==> config.mk <==
export PLATFORM = sky130hd
export DESIGN_NAME = load_store_unit
export DESIGN_NICKNAME = d
export VERILOG_FILES = /design/src/rtl/load_store_unit.sv
export SDC_FILE = /design/constraint.sdc
export NUM_CORES = 1
export LEC_CHECK = 0
export CORE_ASPECT_RATIO = 0.75
export CORE_MARGIN = 5
export CORE_UTILIZATION = 41
export DETAILED_ROUTE_END_ITERATION = 16
export GPL_ROUTABILITY_DRIVEN = 0
export GPL_TIMING_DRIVEN = 0
export PLACE_DENSITY = 0.88
export SYNTH_ARGS = -nofsm -noshare
export SYNTH_HDL_FRONTEND = slang
export SYNTH_SLANG_ARGS = --single-unit
export TNS_END_PERCENT = 100
==> constraint.sdc <==
create_clock -name CLK -period 2.15 [get_ports CLK]
set_input_delay 0.43 -clock CLK [delete_from_list [all_inputs] [get_ports CLK]]
set_output_delay 0.43 -clock CLK [all_outputs]
set_load 0.01 [all_outputs]
==> src/rtl/load_store_unit.sv <==
// Data-memory initiator: alignment check, big-endian lanes, load extension, sub-word RMW.
// Define LSU_SUBWORD_EN to build byte/halfword support; otherwise every access is a word.
module load_store_unit (
    input  logic        CLK,
    input  logic        Reset,
    input  logic        Req,
    input  logic        We,
    input  logic [1:0]  Size,
    input  logic        Unsigned,
    input  logic [31:0] Addr,
    input  logic [31:0] WData,
    output logic        Busy,
    output logic        Done,
    output logic        Err,
    output logic [31:0] RData,
    output logic [31:0] MemAddr,
    output logic [31:0] MemWData,
    output logic        MemRead_n,
    output logic        MemWrite_n,
    input  logic [31:0] MemRData
);
    typedef enum logic [1:0] {
        S_IDLE,
        S_RD,
        S_WR,
        S_FIN
    } state_t;

    state_t      state_q, state_d;
    logic [31:0] mem_addr_q, mem_addr_d;
    logic [31:0] mem_wdata_q, mem_wdata_d;
    logic [31:0] rdata_q, rdata_d;
    logic        mem_read_n_q, mem_read_n_d;
    logic        mem_write_n_q, mem_write_n_d;
    logic        err_q, err_d;
    logic        accept, misaligned, direct_wr, rd_store;
    logic [31:0] load_val, store_val;

    assign accept = Req && (state_q == S_IDLE);

`ifdef LSU_SUBWORD_EN
    logic        we_q, we_d;
    logic        uns_q, uns_d;
    logic [1:0]  size_q, size_d;
    logic [1:0]  off_q, off_d;
    logic [4:0]  sh_b, sh_h;
    logic [7:0]  lane_b;
    logic [15:0] lane_h;

    assign misaligned = Size[1] ? (Addr[1:0] != 2'b00) : (Size[0] & Addr[0]);
    assign direct_wr  = We & Size[1];
    assign rd_store   = we_q;

    // Lane k sits at bits [31-8k -: 8], so the shift is (3-k)*8.
    assign sh_b   = {~off_q, 3'b000};
    assign sh_h   = {~off_q[1], 4'b0000};
    assign lane_b = 8'(MemRData >> sh_b);
    assign lane_h = 16'(MemRData >> sh_h);

    always_comb begin
        load_val  = MemRData;
        store_val = MemRData;
        unique case (size_q)
            2'b00: begin
                load_val  = {{24{~uns_q & lane_b[7]}}, lane_b};
                store_val = (MemRData & ~(32'h0000_00FF << sh_b))
                          | ({24'd0, mem_wdata_q[7:0]} << sh_b);
            end
            2'b01: begin
                load_val  = {{16{~uns_q & lane_h[15]}}, lane_h};
                store_val = (MemRData & ~(32'h0000_FFFF << sh_h))
                          | ({16'd0, mem_wdata_q[15:0]} << sh_h);
            end
            default: ;
        endcase
    end

    always_comb begin
        we_d   = we_q;
        uns_d  = uns_q;
        size_d = size_q;
        off_d  = off_q;
        if (accept) begin
            we_d   = We;
            uns_d  = Unsigned;
            size_d = Size;
            off_d  = Addr[1:0];
        end
    end

    always_ff @(posedge CLK) begin
        if (Reset) begin
            we_q   <= 1'b0;
            uns_q  <= 1'b0;
            size_q <= 2'b00;
            off_q  <= 2'b00;
        end else begin
            we_q   <= we_d;
            uns_q  <= uns_d;
            size_q <= size_d;
            off_q  <= off_d;
        end
    end
`else
    logic unused_cfg;

    assign unused_cfg = ^{Size, Unsigned};
    assign misaligned = (Addr[1:0] != 2'b00);
    assign direct_wr  = We;
    assign rd_store   = 1'b0;
    assign load_val   = MemRData;
    assign store_val  = MemRData;
`endif

    always_ff @(posedge CLK) begin
        if (Reset) state_q <= S_IDLE;
        else       state_q <= state_d;
    end

    always_comb begin
        state_d = state_q;
        unique case (state_q)
            S_IDLE: begin
                if (accept) begin
                    if (misaligned)     state_d = S_FIN;
                    else if (direct_wr) state_d = S_WR;
                    else                state_d = S_RD;
                end
            end
            S_RD:    state_d = rd_store ? S_WR : S_FIN;
            S_WR:    state_d = S_FIN;
            default: state_d = S_IDLE;
        endcase
    end

    // Strobes follow the next state so they come straight from flops.
    always_comb begin
        mem_addr_d    = mem_addr_q;
        mem_wdata_d   = mem_wdata_q;
        rdata_d       = rdata_q;
        err_d         = err_q;
        mem_read_n_d  = (state_d != S_RD);
        mem_write_n_d = (state_d != S_WR);
        if (accept) begin
            mem_addr_d  = {Addr[31:2], 2'b00};
            mem_wdata_d = WData;
            err_d       = misaligned;
        end
        if (state_q == S_RD) begin
            if (rd_store) mem_wdata_d = store_val;
            else          rdata_d     = load_val;
        end
        if (state_q == S_FIN) err_d = 1'b0;
    end

    always_ff @(posedge CLK) begin
        if (Reset) begin
            mem_addr_q    <= '0;
            mem_wdata_q   <= '0;
            rdata_q       <= '0;
            mem_read_n_q  <= 1'b1;
            mem_write_n_q <= 1'b1;
            err_q         <= 1'b0;
        end else begin
            mem_addr_q    <= mem_addr_d;
            mem_wdata_q   <= mem_wdata_d;
            rdata_q       <= rdata_d;
            mem_read_n_q  <= mem_read_n_d;
            mem_write_n_q <= mem_write_n_d;
            err_q         <= err_d;
        end
    end

    assign Busy       = (state_q != S_IDLE);
    assign Done       = (state_q == S_FIN);
    assign Err        = err_q;
    assign RData      = rdata_q;
    assign MemAddr    = mem_addr_q;
    assign MemWData   = mem_wdata_q;
    assign MemRead_n  = mem_read_n_q;
    assign MemWrite_n = mem_write_n_q;
endmodule

**After elaboration in Yosys (flattened, before gate mapping)**

Cells that the tools add are included.

- Logic and storage cells: 22
- Input port bits: 103
- Register bits: 99

- Eq/ne operators: 5
- Reductions and logical operators: 6
- Muxes and demuxes: 4

Operator list:

| cell | number |
|---|---|
| 2-bit 2-to-1 mux | 3 |
| 2-bit equality test, second input constant | 2 |
| 2-bit one-hot mux with 2 select lines | 1 |
| 2-bit nonzero test | 2 |
| 2-bit OR reduction | 2 |
| 2-bit by 1-bit equality test with 1-bit output, second input constant | 1 |
| 2-bit logical NOT | 1 |
| 2-bit by 1-bit != test with 1-bit output, second input constant | 1 |
| 2-bit != test, second input constant | 1 |
| 1-bit logical AND | 1 |

**Logic depth before layout (Yosys ltp)**

Gate-level depths: netlist of the first run.

- Depth after elaboration: 5
- Depth in mapped cells: 7
- Gate-level depth less buffers: 5

**Worst setup path before layout of the first run**

Ideal clock, no wire load.

- Path kind: flip-flop to flip-flop
- Start point: register state_q[0]
- End point: register mem_read_n_q (netlist: MemRead_n)
- Path slack: 809 ps
- Cell stages (with the launch flop): 7
- Arrival: 1211 ps
- Path buffers: 1
- Clock period less this slack: 1341 ps
- Library setup time: 131 ps
- Cell sequence: dfxtp_1 -> inv_1 -> ha_1 -> and2_1 -> buf_6 -> a21oi_2 -> nand4_1

- Word-level cells in the longest chain between the ends: 5
- Elaborated cells between the ends (all ways): 8
- Those cells by class: eq/ne (3); mux (2); reduce/logical (3)

Ends and longest elaborated chain:

| item | line | RTL |
|---|---|---|
| from (decl) | 29 | `state_t state_q, state_d;` |
| from (signal assigned) | 117 | `else state_q <= state_d;` |
| 2-bit logical NOT | 39, 122 |  |
| 1-bit logical AND | 39 | `assign accept = Req && (state_q == S_IDLE);` |
| 2-bit 2-to-1 mux | 124 | `if (accept) begin` |
| 2-bit one-hot mux with 2 select lines * | 122 | `unique case (state_q)` |
| 2-bit by 1-bit != test with 1-bit output * | 142 | `mem_read_n_d = (state_d != S_RD);` |
| to (signal assigned) | 168 | `mem_read_n_q <= mem_read_n_d;` |
| to (decl) | 33 | `logic mem_read_n_q, mem_read_n_d;` |

Every way passes the cells marked *; elsewhere a longest branch is shown, timed or not.
A chain may end at the register's enable or synchronous reset.

**Worst setup path after layout of the first run**

- Start point: register state_q[1]
- End point: output port Done

- Word-level cells in the longest chain between the ends: 1

Ends and longest elaborated chain:

| item | line | RTL |
|---|---|---|
| 2-bit equality test | 175 | `assign Done = (state_q == S_FIN);` |
| to (decl) | 13 | `output logic Done,` |

Every way passes these cells.

==> impl_metrics.toml, run 1 <==
[sta]
setup_slack_ns = 0.1818
fmax_ghz = 0.5081
rsz0062_at_grt = "no"
fin_tns_setup_ns = 0
setup_violations = 0
maxSlewViolCount = 0
fin_skew_ns = 0.005408
hold_viol_final = 0
final.period_utilization_pct = 91.54
post-route-min-period_ns = 1.968

[synth]
synth-edff-count = 0
synthXorXnorAreaFrac_pct = 0
synthTopCellsByCount = "126 x nand2_1, 99 x dfxtp_1, 62 x a21oi_1"
synth_top_family_by_area = "simple AND/OR/NAND/NOR gates"
yosysWarnings = 0
async_flop_share_pct = 0
muxShareOfSynthArea_pct = 9.273
synth_seq_cells = 99
synth-seq-area-share_pct = 55.64
syn-instance-count = 404
synth_largest_area_cell = "dfxtp_1"
synth.most_common_cell = "nand2_1"
synth_top_area_share_pct = 55.64
netlist_area_mm2 = 0.003562
syn_area_per_cell_um2 = 8.817
ys_types = 25
synth_compound_area_share_pct = 10.15
yosys.area_share.simple_pct = 17.95
ys.flop_type = "dfxtp_1"
netlist_top_cells_area = "dfxtp_1 56%, nand2_1 13%, mux2i_1 9.3%"
synth_adder_area_share_pct = 1.054

[grt]
grt_pass1_vias = 3500
grt_util_met3_pct = 7.451
grt_pass1_wl_um = 17770
use_met2_pct = 36.68
grt_usage_pct = 20.30
grt_util_met1_pct = 22.36
antenna_found_initial = 0
gr-max-usage-layer = "met2"
grt_max_degree = 17
grt_remaining_overflow = 0

[route]
routedWlPerCell_um = 15.38
initialDrtViolationCount = 159
route.antenna.remaining_nets = 0
drc = 0
wirelength_um = 11160
vias = 3451
detail_route.first_pass.iterations = 4
post_drt_via_cell_ratio = 4.753

[clock_network]
path_clk_slew_ns = 0.07
cts_buffers = 9
h-tree-depth = 3
clkSinkCount = 99
clock-root-buffer = "clkbuf_16"
clock_path_buffers = 2
worstSkewPairLatency_ns = 0.33
cts-hold-fix-buffers = 0
cts_tree = "yes"

[power]
power.density_mw_per_mm2 = 1083
p_leak_nw = 2.260
vdd_drop_max_uv = 640.6
p_total_mw = 6.492

[die]
rows = 29
chipHeight_um = 90.73
dieArea_mm2 = 0.01067
die-width_um = 117.6
start_util_pct = 42.13
ios = 204
core_mm2 = 0.008454

[setup_path]
path_class = "reg2out"
path_cells = "ha_1 > clkdlybuf4s50_1"
critPathMaxFanout = 4
cp-start-kind = "register"
slowest_delay_ns = 0.58
endpoint_kind = "output pin"
crit_buf_inv = 1
worst_path_dominant_cell_family = "buffers and inverters"
critPathSlowestCell = "clkdlybuf4s50_1"
critical_path_arrival_ns = 1.54
critical_path_required_ns = 1.72

[run]
maxCapViolCount = 0

[final_layout]
drive_gt1_share_pct = 6.472
final_util_pct = 70.87
antenna_cells = 0
final_cells = 726
fin_nets = 719
synthToLayoutAreaGrowth_pct = 68.21

[placement]
dp_slack_ns = 0.3044
dp_cells = 710
hpwl_um = 8828
io_buffers = 197

[run_status]
status = "finished clean"

[worst_hold_path]
hold_class = "reg2reg"
## repair_timing
item / 4_1_cts / 5_1_grt
resized for setup: 2 / 0
setup endpoints to repair: 1 / 0
buffers inserted: 0 / 0
## layer usage
metal  up-vias  share of wire [%]
li1       1721                  -
met1      1597                 39
met2       120                 51
met3        13                8.3
met4         0                1.7
met5         -                  0
## flip-flops by register name, summed over array words and instances (netlist names)
| register | flops |
|---|---|
| MemWData | 32 |
| RData | 32 |
| MemAddr | 30 |
| state_q | 2 |
| Err | 1 |
| MemRead_n | 1 |
| MemWrite_n | 1 |
## through the flow
step | hold slack (ns) | instance area, um^2
final | 0.4551 | 5992
after global routing | 0.4661 | 5992
after CTS | 0.4549 | 5992
after detailed placement | 0.4461 | 5673
after global placement | 0.4411 | 5673
after floorplan | 0.4805 | 3566
## worst reg2reg max path: stages, from the launching register on
cell,delay [ns]
dfxtp_1,0.41
inv_1,0.09
ha_1,0.26
nand2_1,0.26
buf_2,0.28
nand2_1,0.07
a21oi_1,0.16
## placed cells by master (no fill, tap or decap)
master,netlist,final
dfxtp_1,99,98
a21o_1,1,1
nand2b_1,2,2
or2_2,1,1
o211ai_1,1,1
a21boi_0,1,1
dfxtp_2,0,1
clkbuf_1,7,8
buf_4,5,5
nor3_1,1,1
nor2_1,33,33
ha_1,3,3
conb_1,1,2
nand2_1,126,126
nand4_1,2,2
clkinv_4,0,2
a21oi_1,62,62
o21ai_0,1,1
mux2i_1,33,33
buf_2,10,10
o31ai_1,1,1
buf_1,1,1
clkdlybuf4s50_1,0,196
clkbuf_16,0,9
clkinv_2,0,1
dlygate4sd2_1,0,1
a21boi_1,1,1
inv_1,3,3
and2_1,1,1
buf_6,7,7
clkinvlp_4,0,1
a21oi_2,1,1
bufinv_16,0,2
## final timing paths
check | depth (start not counted) | slack (ns) | endpoint | start
hold / removal | 2 | 0.46 | MemAddr[22] | MemAddr[22]
hold reg to reg | 2 | 0.46 | MemAddr[22] | MemAddr[22]
setup / recovery | 2 | 0.18 | Done | state_q[1]
setup reg to reg | 6 | 0.54 | MemAddr[17] | state_q[1]
## where the power goes
| group | total (mW) | internal [mW] | switching, mW |
|---|---|---|---|
| Combinational | 2.39 | 1.27 | 1.12 |
| Sequential | 2.41 | 2.21 | 0.200 |
| Clock | 1.70 | 1.02 | 0.674 |
## layout make-up
class	instances	area (um^2)
clock inverters	6	90.09
fillers	674	2462
well taps	108	135.1
clock buffers	10	229.0
multi-input cells	273	1376
plain buffers	30	196.4
flip-flops and latches	99	1983
repair buffers	197	1971
inverters	3	11.26
## kinds of logic after synthesis
logic type,Yosys count
compound gates,69
fa+ha+maj,3
buf+inv,33
flops,99
mux,33
other cells,1
simple gates,166
No activity file was read; power rests on OpenSTA's default activity.
==> inputs of run 2 (changes only) <==
--- a/config.mk
+++ b/config.mk
@@ -13,4 +13,5 @@
 export GPL_TIMING_DRIVEN = 0
 export PLACE_DENSITY = 0.88
+export SLEW_MARGIN = 20
 export SYNTH_ARGS = -nofsm -noshare
 export SYNTH_HDL_FRONTEND = slang
==> constraint.sdc (replaced) <==
create_clock -name CLK -period 2.15 [get_ports CLK]
set_input_delay 0.43 -clock CLK [delete_from_list [all_inputs] [get_ports CLK]]
set_output_delay 0.43 -clock CLK [all_outputs]
set_load 0.1 [all_outputs]
==> run 2 against run 1 <==
- cell count stayed put
- clock skew hardly changed
- design area is 2.1% lower
- maximum frequency is 4.0% lower
- critical path type unchanged
- largest cell class unchanged
- largest power group is now combinational logic
==> impl_metrics.toml, run 2 (synthesis gave the netlist of run 1 again) <==
[clock_network]
clkSinkCount = 99
cts_tree = "yes"
cts_buffers = 9
postCtsSetupRepairBufs = 0
worstSkewPairLatency_ns = 0.33
path_clk_slew_ns = 0.07
cts-hold-fix-buffers = 0
cts_resized = 105
h-tree-depth = 3
clock_path_buffers = 2
clock-root-buffer = "clkbuf_16"

[grt]
grt_remaining_overflow = 0
grt_pass1_vias = 3506
gr-max-usage-layer = "met2"
grt_util_met3_pct = 7.514
grt_util_met1_pct = 22.40
grt_usage_pct = 20.33
grt_pass1_wl_um = 17800
use_met2_pct = 36.68
grt_max_degree = 17
antenna_found_initial = 0

[setup_path]
path_class = "reg2out"
crit_top_cell = "inv_1"
rr_startpoint = "state_q[0]"
critical_path_arrival_ns = 1.62
crit_end = "Busy"
reg2reg_setup_slack_ns = 0.54
critPathSlowestCell = "buf_2"
slowest_delay_ns = 0.43
critPathMaxFanout = 6
worstSetupStartpoint = "state_q[0]"
endpoint_kind = "output pin"
crit_buf_inv = 3
path_cells = "inv_1 > ha_1 > inv_1 > buf_2"
reg2reg_depth = 6
critical_path_required_ns = 1.72
worst_path_dominant_cell_family = "buffers and inverters"
r2r_end = "MemAddr[17]"
cp.depth = 4
cp-start-kind = "register"

[run_status]
status = "finished clean"

[route]
initialDrtViolationCount = 161
vias = 3452
post_drt_via_cell_ratio = 4.755
drc = 0
routedWlPerCell_um = 15.40
wirelength_um = 11180
detail_route.first_pass.iterations = 4
route.antenna.remaining_nets = 0

[run]
maxCapViolCount = 0

[sta]
hold_viol_final = 0
rsz0062_at_grt = "no"
fin_tns_setup_ns = 0
fin_skew_ns = 0.005579
worst_pin_slew_ns = 1.013
post-route-min-period_ns = 2.050
setup_slack_ns = 0.1004
fmax_ghz = 0.4879
maxSlewViolCount = 0
setup_violations = 0
hold_ws_ns = 0.4516
slew_headroom_pct = 32.76
final.period_utilization_pct = 95.33

[power]
seqPwrFrac_pct = 27.4
p_leak_nw = 2.656
p_clk_share_pct = 19.4
p_switching_mw = 4.492
switching_share_pct = 51.45
vdd_drop_max_uv = 968.1
internal_power_mw = 4.240
pwr-share-comb_pct = 53.2
p_total_mw = 8.732
power.density_mw_per_mm2 = 1488

[placement]
dp_cells = 710
hpwl_um = 8828
dp_slack_ns = -0.2852
dpl_cell_area_mm2 = 0.005673
io_buffers = 197

[final_layout]
final_cell_mix = "126 x nand2_1, 99 x dfxtp_1, 98 x clkdlybuf4s50_1"
final_cells = 726
antenna_cells = 0
fillers = 718
drive_gt1_share_pct = 6.634
synthToLayoutAreaGrowth_pct = 64.70
final_util_pct = 69.39
fin_nets = 719
final_common_cell = "nand2_1"
design_area_mm2 = 0.005867

[die]
rows = 29
start_util_pct = 42.13
chipHeight_um = 90.73
ios = 204
dieArea_mm2 = 0.01067
die-width_um = 117.6
core_mm2 = 0.008454

[worst_hold_path]
hold_class = "reg2reg"
[run 2: cell types whose count changed in the layout (fill, tap and decap cells not counted)]
cell / before / now
clkdlybuf4s15_2: 0 / 1
dfxtp_2: 1 / 0
dlygate4sd2_1: 1 / 97
clkdlybuf4s50_1: 196 / 98
dfxtp_1: 98 / 99
buf_2: 10 / 11
[run 2: tightest hold or removal path: stages, from the launching register on]
cell	delay [ns]
dfxtp_1	0.31
nand2_1	0.05
a21oi_1	0.05
[run 2: layer usage]
| layer | vias up | routed length, um |
|---|---|---|
| met5 | - | 0 |
| met4 | 0 | 201 |
| met3 | 16 | 910 |
| met2 | 121 | 5721 |
| met1 | 1598 | 4351 |
| li1 | 1717 | - |
[run 2: how the worst min path moves through the flow]
stage | start | end | slack [ns] | cells after the start
floorplan | state_q[1] | MemRead_n | 0.51 | 2
global placement | MemWData[5] | MemWData[5] | 0.44 | 2
detailed placement | MemWData[17] | MemWData[17] | 0.45 | 2
CTS | MemWData[17] | MemWData[17] | 0.45 | 2
global route | MemWData[17] | MemWData[17] | 0.46 | 2
finish | MemAddr[22] | MemAddr[22] | 0.45 | 2
[run 2: area by class of cell]
cell class	instances	area [um^2]	area share, %
sequential	99	1982	33.78
timing repair buffer	197	1847	31.48
multi-input combinational	273	1376	23.46
clock buffer	10	229.0	3.903
buffer	30	196.4	3.348
tap	108	135.1	2.303
clock inverter	6	90.09	1.536
inverter	3	11.26	0.1919
[run 2: power by group through the flow]
stage | clock network, mW | registers (mW) | logic [mW]
after global placement | 0 | 2.42 | 4.85
after global routing | 1.82 | 2.44 | 4.84
after detailed placement | 0 | 2.45 | 4.92
after CTS | 1.73 | 2.40 | 4.68
final | 1.70 | 2.39 | 4.64
after floorplan | 0 | 4.97 | 1.19
